`src/rtl/serial_subtractor_8bit_if.sv`:
```
// Start/operand request and result bus of the bit-serial subtractor.
// The master drives the request; the slave returns busy/done and the results.
interface serial_subtractor_8bit_if;
  logic       start;
  logic [7:0] a;
  logic [7:0] b;
  logic       bin;
  logic       busy;
  logic       done;
  logic [7:0] diff;
  logic       bout;
  logic       ovf;
  logic       zero;

  modport master (output start, a, b, bin,
                  input  busy, done, diff, bout, ovf, zero);
  modport slave  (input  start, a, b, bin,
                  output busy, done, diff, bout, ovf, zero);
endinterface

```
`src/rtl/serial_subtractor_8bit.sv`:
```
// 8-bit bit-serial subtractor: a - b - bin, one bit per clock, LSB first.
// The work is done by a single full-subtractor cell and a borrow flop; results are held until the next completion.
module serial_subtractor_8bit (
  input  logic                          clk,
  input  logic                          rst,
  serial_subtractor_8bit_if.slave       bus
);

  typedef enum logic [1:0] {IDLE, SHIFT, DONE} state_t;

  state_t     state;
  logic [7:0] a_sh, b_sh, d_sh;
  logic       br;
  logic [2:0] cnt;
  logic       a7_q, b7_q;

  logic       x, y, d, br_nxt;
  logic [7:0] d_nxt;

  // Full-subtractor cell on the current LSBs
  always_comb begin
    x      = a_sh[0];
    y      = b_sh[0];
    d      = x ^ y ^ br;
    br_nxt = (~x & y) | (~(x ^ y) & br);
    d_nxt  = {d, d_sh[7:1]};
  end

  always_ff @(posedge clk or posedge rst) begin
    if (rst) begin
      state    <= IDLE;
      a_sh     <= '0;
      b_sh     <= '0;
      d_sh     <= '0;
      br       <= 1'b0;
      cnt      <= '0;
      a7_q     <= 1'b0;
      b7_q     <= 1'b0;
      bus.busy <= 1'b0;
      bus.done <= 1'b0;
      bus.diff <= '0;
      bus.bout <= 1'b0;
      bus.ovf  <= 1'b0;
      bus.zero <= 1'b0;
    end else begin
      case (state)
        IDLE, DONE: begin
          bus.done <= 1'b0;
          if (bus.start) begin
            a_sh     <= bus.a;
            b_sh     <= bus.b;
            br       <= bus.bin;
            a7_q     <= bus.a[7];
            b7_q     <= bus.b[7];
            cnt      <= '0;
            bus.busy <= 1'b1;
            state    <= SHIFT;
          end else begin
            bus.busy <= 1'b0;
            state    <= IDLE;
          end
        end
        SHIFT: begin
          a_sh <= {1'b0, a_sh[7:1]};
          b_sh <= {1'b0, b_sh[7:1]};
          d_sh <= d_nxt;
          br   <= br_nxt;
          cnt  <= cnt + 3'd1;
          // Last bit: publish results in the same edge that enters DONE
          if (cnt == 3'd7) begin
            bus.diff <= d_nxt;
            bus.bout <= br_nxt;
            bus.zero <= (d_nxt == 8'h00);
            bus.ovf  <= (a7_q != b7_q) && (d != a7_q);
            bus.busy <= 1'b0;
            bus.done <= 1'b1;
            state    <= DONE;
          end
        end
        default: begin
          bus.busy <= 1'b0;
          bus.done <= 1'b0;
          state    <= IDLE;
        end
      endcase
    end
  end

endmodule
```
`src/flat_wrapper.sv`:
```
// flat-port wrapper written by rule: the top's interface ports become plain ports
module serial_subtractor_8bit_flat 
  (clk, rst, bus_start, bus_a, bus_b, bus_bin, bus_busy, bus_done, bus_diff, bus_bout, bus_ovf, bus_zero);
  serial_subtractor_8bit_if bus_i ();
  input  logic clk;
  input  logic rst;
  input wire logic [$bits(bus_i.start)-1:0] bus_start;
  input wire logic [$bits(bus_i.a)-1:0] bus_a;
  input wire logic [$bits(bus_i.b)-1:0] bus_b;
  input wire logic [$bits(bus_i.bin)-1:0] bus_bin;
  output wire logic [$bits(bus_i.busy)-1:0] bus_busy;
  output wire logic [$bits(bus_i.done)-1:0] bus_done;
  output wire logic [$bits(bus_i.diff)-1:0] bus_diff;
  output wire logic [$bits(bus_i.bout)-1:0] bus_bout;
  output wire logic [$bits(bus_i.ovf)-1:0] bus_ovf;
  output wire logic [$bits(bus_i.zero)-1:0] bus_zero;
  assign bus_i.start = bus_start;
  assign bus_i.a = bus_a;
  assign bus_i.b = bus_b;
  assign bus_i.bin = bus_bin;
  assign bus_busy = bus_i.busy;
  assign bus_done = bus_i.done;
  assign bus_diff = bus_i.diff;
  assign bus_bout = bus_i.bout;
  assign bus_ovf = bus_i.ovf;
  assign bus_zero = bus_i.zero;
  serial_subtractor_8bit u_core (.clk(clk), .rst(rst), .bus(bus_i));
endmodule
```
`config.mk`:
```
export PLATFORM = sky130hd
export DESIGN_NAME = serial_subtractor_8bit_flat
export DESIGN_NICKNAME = d
export VERILOG_FILES = /design/src/rtl/serial_subtractor_8bit_if.sv /design/src/rtl/serial_subtractor_8bit.sv /design/src/flat_wrapper.sv
export SDC_FILE = /design/constraint.sdc
export NUM_CORES = 1
export LEC_CHECK = 0
export ABC_AREA = 1
export CAP_MARGIN = 15
export CORE_AREA = 4 4 66 68
export DETAILED_ROUTE_END_ITERATION = 10
export DIE_AREA = 0 0 70 72
export DONT_BUFFER_PORTS = 1
export PLACE_DENSITY = 0.78
export SYNTH_ARGS = -nofsm -noshare
export SYNTH_HDL_FRONTEND = slang
export SYNTH_SLANG_ARGS = --single-unit
```
`constraint.sdc`:
```
create_clock -name clk -period 1.3 [get_ports clk]
set_input_delay 0 -clock clk [delete_from_list [all_inputs] [get_ports clk]]
set_output_delay 0 -clock clk [all_outputs]
set_load 0.01 [all_outputs]
```
Word-level counts from Yosys, hierarchy flattened:

Index checks and enable logic that the tools add are counted.

* bits in registers: 45
* latch bits: 0
* bits in writable memories: 0
* memory bits (read-only): 0
* bits of input ports: 20
* output and inout port bits: 13
* logic and storage cells: 53
* memories kept: 0

* $add $sub $neg: 1
* multipliers: 0
* divide/modulo/power cells: 0
* order comparisons: 0
* equal/unequal tests: 7
* shift-type cells: 0
* multiplexer cells: 16
* bitwise operators: 7
* reduce and logical (&&, ||, !) cells: 8

Operator list (number)
* $pmux W8 S2: 2
* $mux W8: 2
* $logic_not A8 Y1: 1
* $mux W1: 6
* $pmux W3 S2: 1
* $reduce_and A2 Y1: 3
* $pmux W1 S2: 2
* $pmux W2 S2: 1
* $add A3 B1 Y3 const B: 1
* $eq A3 B3 Y1 const B: 1
* $mux W3: 1
* $and A1 B1 Y1: 2
* $eq A2 B1 Y1 const B: 1
* $eq A2 B2 Y1 const B: 1
* $logic_not A2 Y1: 1
* $mux W2: 1
* $ne A1 B1 Y1: 2
* $ne A2 B1 Y1 const B: 1
* $ne A2 B2 Y1 const B: 1
* $not A1 Y1: 2
* $reduce_bool A2 Y1: 1
* $reduce_or A2 Y1: 1
* $xor A1 B1 Y1: 2
* $logic_and A1 B1 Y1: 1
* $or A1 B1 Y1: 1

Depth between registers and ports, before layout:

Gate-level depths: netlist of the first run.

* word-level depth: 5
* mapped depth: 7
* mapped depth without buffers: 7

Worst setup path before layout of the first run:

OpenSTA, ideal clock, no wires.

* path type: register -> register
* start point: register u_core.b_sh[0]
* end point: register u_core.bus.zero
* setup time: 0.065 ns
* arrival time: 1.189 ns
* data required time: 1.235 ns
* setup slack: 0.047 ns
* stages on the path, launching flop included: 8
* buffers on the path: 0
* period minus slack after synthesis: 1.253 ns
* cell sequence: dfrtp_1 > inv_1 > fa_1 > nor2_1 > nand2_1 > nor2_1 > nand2_1 > nand2_1

* longest elaborated chain between the ends: 3

RTL lines
* start, declared: line serial_subtractor_8bit.sv:12 `logic [7:0] a_sh, b_sh, d_sh;`
* start signal, assigned: line serial_subtractor_8bit.sv:51 `b_sh <= bus.b;`
* start signal, assigned: line serial_subtractor_8bit.sv:65 `b_sh <= {1'b0, b_sh[7:1]};`
* $xor A1 B1 Y1 (2 in series): line serial_subtractor_8bit.sv:24 `d = x ^ y ^ br;`
* named net u_core.d: line serial_subtractor_8bit.sv:17 `logic x, y, d, br_nxt;`
* $logic_not A8 Y1: line serial_subtractor_8bit.sv:73 `bus.zero <= (d_nxt == 8'h00);`
* end signal, assigned: line serial_subtractor_8bit.sv:73
* end, declared: line serial_subtractor_8bit_if.sv:18 `output busy, done, diff, bout, ovf, zero);`

The timed path passes the listed nets, and every way through them passes these cells.
A chain may end at the register's enable or synchronous reset.

Worst setup path in the final report of the first run:

* start point: register u_core.b_sh[0]
* end point: register u_core.bus.ovf

* longest elaborated chain between the ends: 4

RTL lines
* $xor A1 B1 Y1 (2 in series): line serial_subtractor_8bit.sv:24
* named net u_core.d: line serial_subtractor_8bit.sv:17
* $ne A1 B1 Y1: line serial_subtractor_8bit.sv:74 `bus.ovf <= (a7_q != b7_q) && (d != a7_q);`
* $logic_and A1 B1 Y1: line serial_subtractor_8bit.sv:74
* end signal, assigned: line serial_subtractor_8bit.sv:74
* end, declared: line serial_subtractor_8bit_if.sv:18

The timed path passes the listed nets, and every way through them passes these cells.

==> results.ini, run 1 <==
[job]
cap_viol_max_count=0

[global_route]
antenna_found_initial=0
grt_pass1_vias=1519
grt_pass1_wl_mm=6.56
grt-ovfl-total=0
track_usage_pct=16.4
grt_max_degree=44

[layout]
syn_to_final_growth_pct=20.0
fillers=335
drive_above_1_share_pct=13.2
diodes=0
multi_input_area_sq_um=724
final_common_cell=nand2_1
final_cell_mix=nand2_1, dfrtp_1, inv_1
final_cells=323
finish.utilization_pct=63.0
num-nets-final=295
regArea_sq_um=1080
stdcell_area_sq_um=2430

[place]
gp_congestion=0.796
placed_cell_area_sq_um=2100
dp.cells=295
dp_hpwl_mm=2.54
numPortBuffers=0

[worst_setup_path]
timing.rr.start=u_core.b_sh[0]
cp.required_ps=1540
cp_max_fo=3
rrSetupSlack_ps=-40
reg2reg_to=u_core.bus.ovf
cp_top_family=adder cells
cp.arrival_ps=1570
reg2regPathDepth=6
start_kind=flip-flop
cpPeakStageDelay_ps=570
path_buf_inv=2
crit_path_top_delay_cell=fa_1
crit_type=flip-flop to flip-flop
end_kind=flip-flop
path_cells=inv_2 > fa_1 > inv_1 > o21ai_1 > nand3_1 > nand2_1

[logic_synthesis]
netlist_area_sq_um=2020
synth_area_leaders=dfrtp_1, nand2_1, inv_1, nand3_1, o21ai_0
ys_ff_latch=43
syn_nets=266
synthCells=243
avgSynthCellArea_sq_um=8.33
synth_top_area_share_pct=53.2
yosysSeqAreaShare_pct=53.2
yosysTopAreaCell=dfrtp_1
synth_cell_type_count=17
yosys_warnings=0

[floorplan]
die_area_sq_um=5040
start_util_pct=52.5
dieHeight_um=72
io_pins=33
core.rowCount=23
coreArea_sq_um=3860
die_x_um=70

[clock_tree]
htree_levels=2
clk_pin_slew_worst_paths_ps=90
clkLatencyLatePin_ps=300
cts_setup_buffers=0
clk_path_buf_depth=2
cts_buffers=5
cts_root_buf=clkbuf_8
cts.sinks=43
cts_tree=built

[sta]
finalCriticalPeriod_ps=1340
slew_viol_final=0
worst_pin_slew_ps=529
hold_viol_final=0
fin_skew_ps=8.69
setup_violations=2
clock.fmax_mhz=747
fin_crit_sh_pct=103
rsz0062_at_grt=yes
fin_ws_ps=-38.3
fin_hold_ws_ps=280
max_slew_margin_pct=64.7

[power_and_ir_drop]
p_leak_nw=1.32
peakVddDrop_mv=1.02
power_density_nw_per_um2=2510
power.total_mw=6.09

[route]
post_drt_wl_per_cell_um=11.9
viasPerCell=4.70
drtIter0Drc=57
routed_wl_mm=3.83
vias=1517
firstDrtPassIters=4
drtAntennaViolNets=0
drc=0

[run_status]
violations=negative setup slack
outcome=finished, violations left

[min_path]
hold_path.class=primary input to asynchronous set/reset pin

worst max path at each step:
| stage | from | end | slack, ps | depth (start not counted) |
|---|---|---|---|---|
| floorplan | u_core.b_sh[0] | u_core.bus.zero | 50 | 7 |
| global placement | u_core.b_sh[0] | u_core.bus.zero | 3 | 7 |
| detailed placement | u_core.b_sh[0] | u_core.bus.zero | -40 | 7 |
| CTS | u_core.br | u_core.bus.zero | -60 | 7 |
| global route | u_core.b_sh[0] | u_core.bus.zero | -130 | 7 |
| finish | u_core.b_sh[0] | u_core.bus.ovf | -40 | 6 |
worst register-to-register path, delay by kind of cell (launching register included):
kind | cells | cell delay [ps]
flip-flops | 1 | 370
AO/OA/AOI/OAI | 1 | 80
buffers and inverters | 2 | 110
AND/OR/NAND/NOR | 2 | 150
adder cells (fa/ha/maj) | 1 | 570
power breakdown:
group / total [mW] / switching, mW / leakage [nW] / internal [mW]
logic: 2.61 / 1.58 / 0.723 / 1.03
clock network: 1.05 / 0.475 / 0.0581 / 0.572
registers: 2.43 / 0.457 / 0.535 / 1.98
total: 6.09 / 2.51 / 1.32 / 3.58
registers in the layout, summed over array words and instances, names as in the netlist:
register and count:
u_core.bus.bout 1, u_core.bus.ovf 1, u_core.b_sh 8, u_core.a7_q 1, u_core.b7_q 1, u_core.d_sh 7, u_core.cnt 3, u_core.bus.busy 1
u_core.a_sh 8, u_core.br 1, u_core.bus.diff 8, u_core.state 2, u_core.bus.zero 1
cells by family after synthesis:
kind of cell / share of synthesized area [%]
DFF: 53.2
AOI/OAI and AO/OA: 7.17
and+or+nand+nor: 25.1
adders and majority gates: 2.23
buffers and inverters: 12.3
stage by stage:
stage               setup WS [ps]  setup TNS, ps
CTS                         -61.5           -101
detailed placement          -39.5          -65.4
floorplan                    46.5              0
global placement             2.62              0
global route                 -135           -292
finish                      -38.3          -68.8
Yosys cell counts:
cell and instances:
nand3_1 17, buf_8 1, a21oi_2 1, or2_1 1, inv_1 44, nand2_4 4, inv_6 2, nand2_1 92
ha_1 2, fa_1 1, buf_4 1, dfrtp_1 43, nor2_1 7, buf_2 2, buf_6 3, o21ai_0 15
o21ai_2 7
final cells by class:
cell class,instances,area share (%)
Clock buffer,5,2.83
Clock inverter,3,1.80
Inverter,46,7.52
Timing Repair Buffer,28,11.1
Sequential cell,43,44.3
Multi-Input combinational cell,148,29.8
Tap cell,50,2.58
routing by layer:
layer	share of wire, %	vias up	global-route usage, %	routed length, um
li1	-	784	-	-
met1	45	697	19.0	1700
met2	48	30	28.9	1860
met3	5.5	6	5.26	211
met4	1.5	0	5.74	57
met5	0	-	0	0
timing repair:
item | 4_1_cts | 5_1_grt
hold buffers | 19 | 0
setup endpoints to repair | 2 | 12
hold endpoints to repair | 64 | 0
pin swaps | 3 | 5
resized for setup | 2 | 6
gates cloned | 0 | 1
Note: power is estimated with default switching activity, not from simulation.
==> inputs of run 2 (changes only) <==
--- a/config.mk
+++ b/config.mk
@@ -7,11 +7,11 @@
 export LEC_CHECK = 0
 export ABC_AREA = 1
 export CAP_MARGIN = 15
-export CORE_AREA = 4 4 66 68
+export CORE_AREA = 4 4 70 72
 export DETAILED_ROUTE_END_ITERATION = 10
-export DIE_AREA = 0 0 70 72
+export DIE_AREA = 0 0 74 76
 export DONT_BUFFER_PORTS = 1
-export PLACE_DENSITY = 0.78
+export PLACE_DENSITY = 0.71
 export SYNTH_ARGS = -nofsm -noshare
 export SYNTH_HDL_FRONTEND = slang
 export SYNTH_SLANG_ARGS = --single-unit
==> run 2 against run 1 <==
  * The run still ends with negative setup slack left
  * Critical path depth up 1
  * Die area increased by 12%
  * Flip-flop and latch count stayed put
  * Critical endpoint is now u_core.bus.zero
  * Largest cell class unchanged
==> results.ini, run 2 (synthesis gave the netlist of run 1 again) <==
[route]
firstDrtPassIters=4  ; unchanged
vias=1500  ; -1.1%
viasPerCell=4.60  ; -2.0%
drc=0  ; unchanged
drtAntennaViolNets=0  ; unchanged
routed_wl_mm=3.89  ; +1.5%
post_drt_wl_per_cell_um=11.9  ; +0.53%
drtIter0Drc=83  ; +46%

[clock_tree]
cts_root_buf=clkbuf_8
cts_tree=built
htree_levels=2  ; unchanged
clk_pin_slew_worst_paths_ps=80  ; about the same
clk_path_buf_depth=2  ; unchanged
cts_buffers=5  ; unchanged
cts.sinks=43  ; unchanged
clkLatencyLatePin_ps=290  ; about the same

[floorplan]
die_x_um=74  ; +5.7%
start_util_pct=47.1  ; -5.4 points
dieHeight_um=76  ; +5.6%
coreArea_sq_um=4290  ; +11%
die_area_sq_um=5620  ; +12%
core.rowCount=24  ; +4.3%
io_pins=33  ; unchanged

[job]
cap_viol_max_count=0  ; unchanged

[sta]
max_slew_margin_pct=84.7  ; +20 points
fin_ws_ps=-28.7  ; +9.63 ps
fin_hold_ws_ps=201  ; -79.0 ps
rsz0062_at_grt=yes
fin_skew_ps=2.87  ; -5.83 ps
clock.fmax_mhz=753  ; +0.72%
setup_violations=2  ; unchanged
worst_pin_slew_ps=229  ; -301 ps
hold_viol_final=0  ; unchanged
fin_crit_sh_pct=102  ; -0.74 points
finalCriticalPeriod_ps=1330  ; -9.63 ps
slew_viol_final=0  ; unchanged

[worst_setup_path]
start_kind=flip-flop
end_kind=flip-flop
crit_type=flip-flop to flip-flop
cp.required_ps=1540  ; about the same
cp.arrival_ps=1570  ; about the same
cp_max_fo=3  ; unchanged

[global_route]
grt_pass1_wl_mm=6.75  ; +2.9%
track_usage_pct=15.3  ; -1.1 points
grt_max_degree=44  ; unchanged
antenna_found_initial=0  ; unchanged
grt-ovfl-total=0  ; unchanged
grt_pass1_vias=1464  ; -3.6%

[place]
gp_congestion=0.747  ; -6.2%
dp_hpwl_mm=2.52  ; -0.47%
numPortBuffers=0  ; unchanged
dp.cells=297  ; +0.68%

[layout]
final_cell_mix=nand2_1, inv_1, dfrtp_1
num-nets-final=296  ; +0.34%
top_regs=u_core.a_sh x8, u_core.b_sh x8, u_core.bus.diff x8
final_cells=326  ; +0.93%
fillers=393  ; +17%
drive_above_1_share_pct=13.1  ; -0.048 points
diodes=0  ; unchanged
syn_to_final_growth_pct=20.0  ; about the same
final_common_cell=nand2_1

[min_path]
hold_path.class=primary input to asynchronous set/reset pin

[run_status]
violations=negative setup slack
outcome=finished, violations left

[power_and_ir_drop]
p_leak_nw=1.31  ; -0.67%
power_density_nw_per_um2=2420  ; -3.3%
peakVddDrop_mv=1.10  ; +7.9%
power.total_mw=5.89  ; -3.3%

-- run 2: power by group --
group / internal, mW / total (mW) / switching, mW
logic: 1.05 / 2.62 / 1.57
registers: 1.98 / 2.44 / 0.461
clock network: 0.368 / 0.827 / 0.459
total: 3.40 / 5.89 / 2.49
-- run 2: final timing paths --
path                                startpoint                 end  slack [ps]  cells after the start
worst max-delay path                 u_core.br     u_core.bus.zero         -30                      7
worst min-delay path                       rst  u_core.bus.diff[5]         200                      3
worst max register to register       u_core.br     u_core.bus.zero         -30                      7
worst min register to register  u_core.a_sh[1]      u_core.a_sh[1]         480                      2
max in group asynchronous                  rst       u_core.cnt[1]         900                      3
min in group clk                       bus_bin           u_core.br         400                      3
-- run 2: worst max-delay path, cell delays in order (launching register included) --
cell     delay, ps
dfrtp_1        360
inv_2           40
fa_1           510
nor2_1         120
nand2_1         60
nor2_1          80
nand2_1         50
nand2_1         50
-- run 2: what timing repair did --
action / in CTS / in global routing
resized for setup: 4 / 6
endpoints found under the setup margin: 6 / 21
buffers inserted: 0 / 2
gates cloned: 0 / 0
hold buffers: 19 / 0
endpoints found under the hold margin: 64 / 0
pin swaps: 4 / 1
-- run 2: metrics by stage --
stage / worst slack (ps) / area (sq um) / util [%] / setup TNS (ps)
2_1_floorplan: 46.5 / 2020 / - / 0
3_3_place_gp: 6.09 / 2100 / 49.0 / 0
3_5_place_dp: -21.2 / 2100 / 49.0 / -34.9
4_1_cts: -26.9 / 2380 / 55.4 / -38.4
5_1_grt: -114 / 2430 / 56.5 / -422
6_report: -28.7 / 2430 / 56.5 / -42.2
-- run 2: final cells by class --
cell class	instances	area [sq um]	area share, %
flip-flops and latches	43	1080	44.3
multi-input cells	147	727	29.9
repair buffers	30	285	11.8
inverters	46	190	7.84
clock buffers	5	68.8	2.84
well taps	52	65.1	2.68
clock inverters	3	15.0	0.619
-- run 2: layer usage --
| metal | up-vias | GRT usage, % | wire [um] |
|---|---|---|---|
| li1 | 789 | - | - |
| met1 | 667 | 21.2 | 1770 |
| met2 | 38 | 22.3 | 1790 |
| met3 | 6 | 5.41 | 268 |
| met4 | 0 | 4.89 | 56 |
| met5 | - | 0 | 0 |
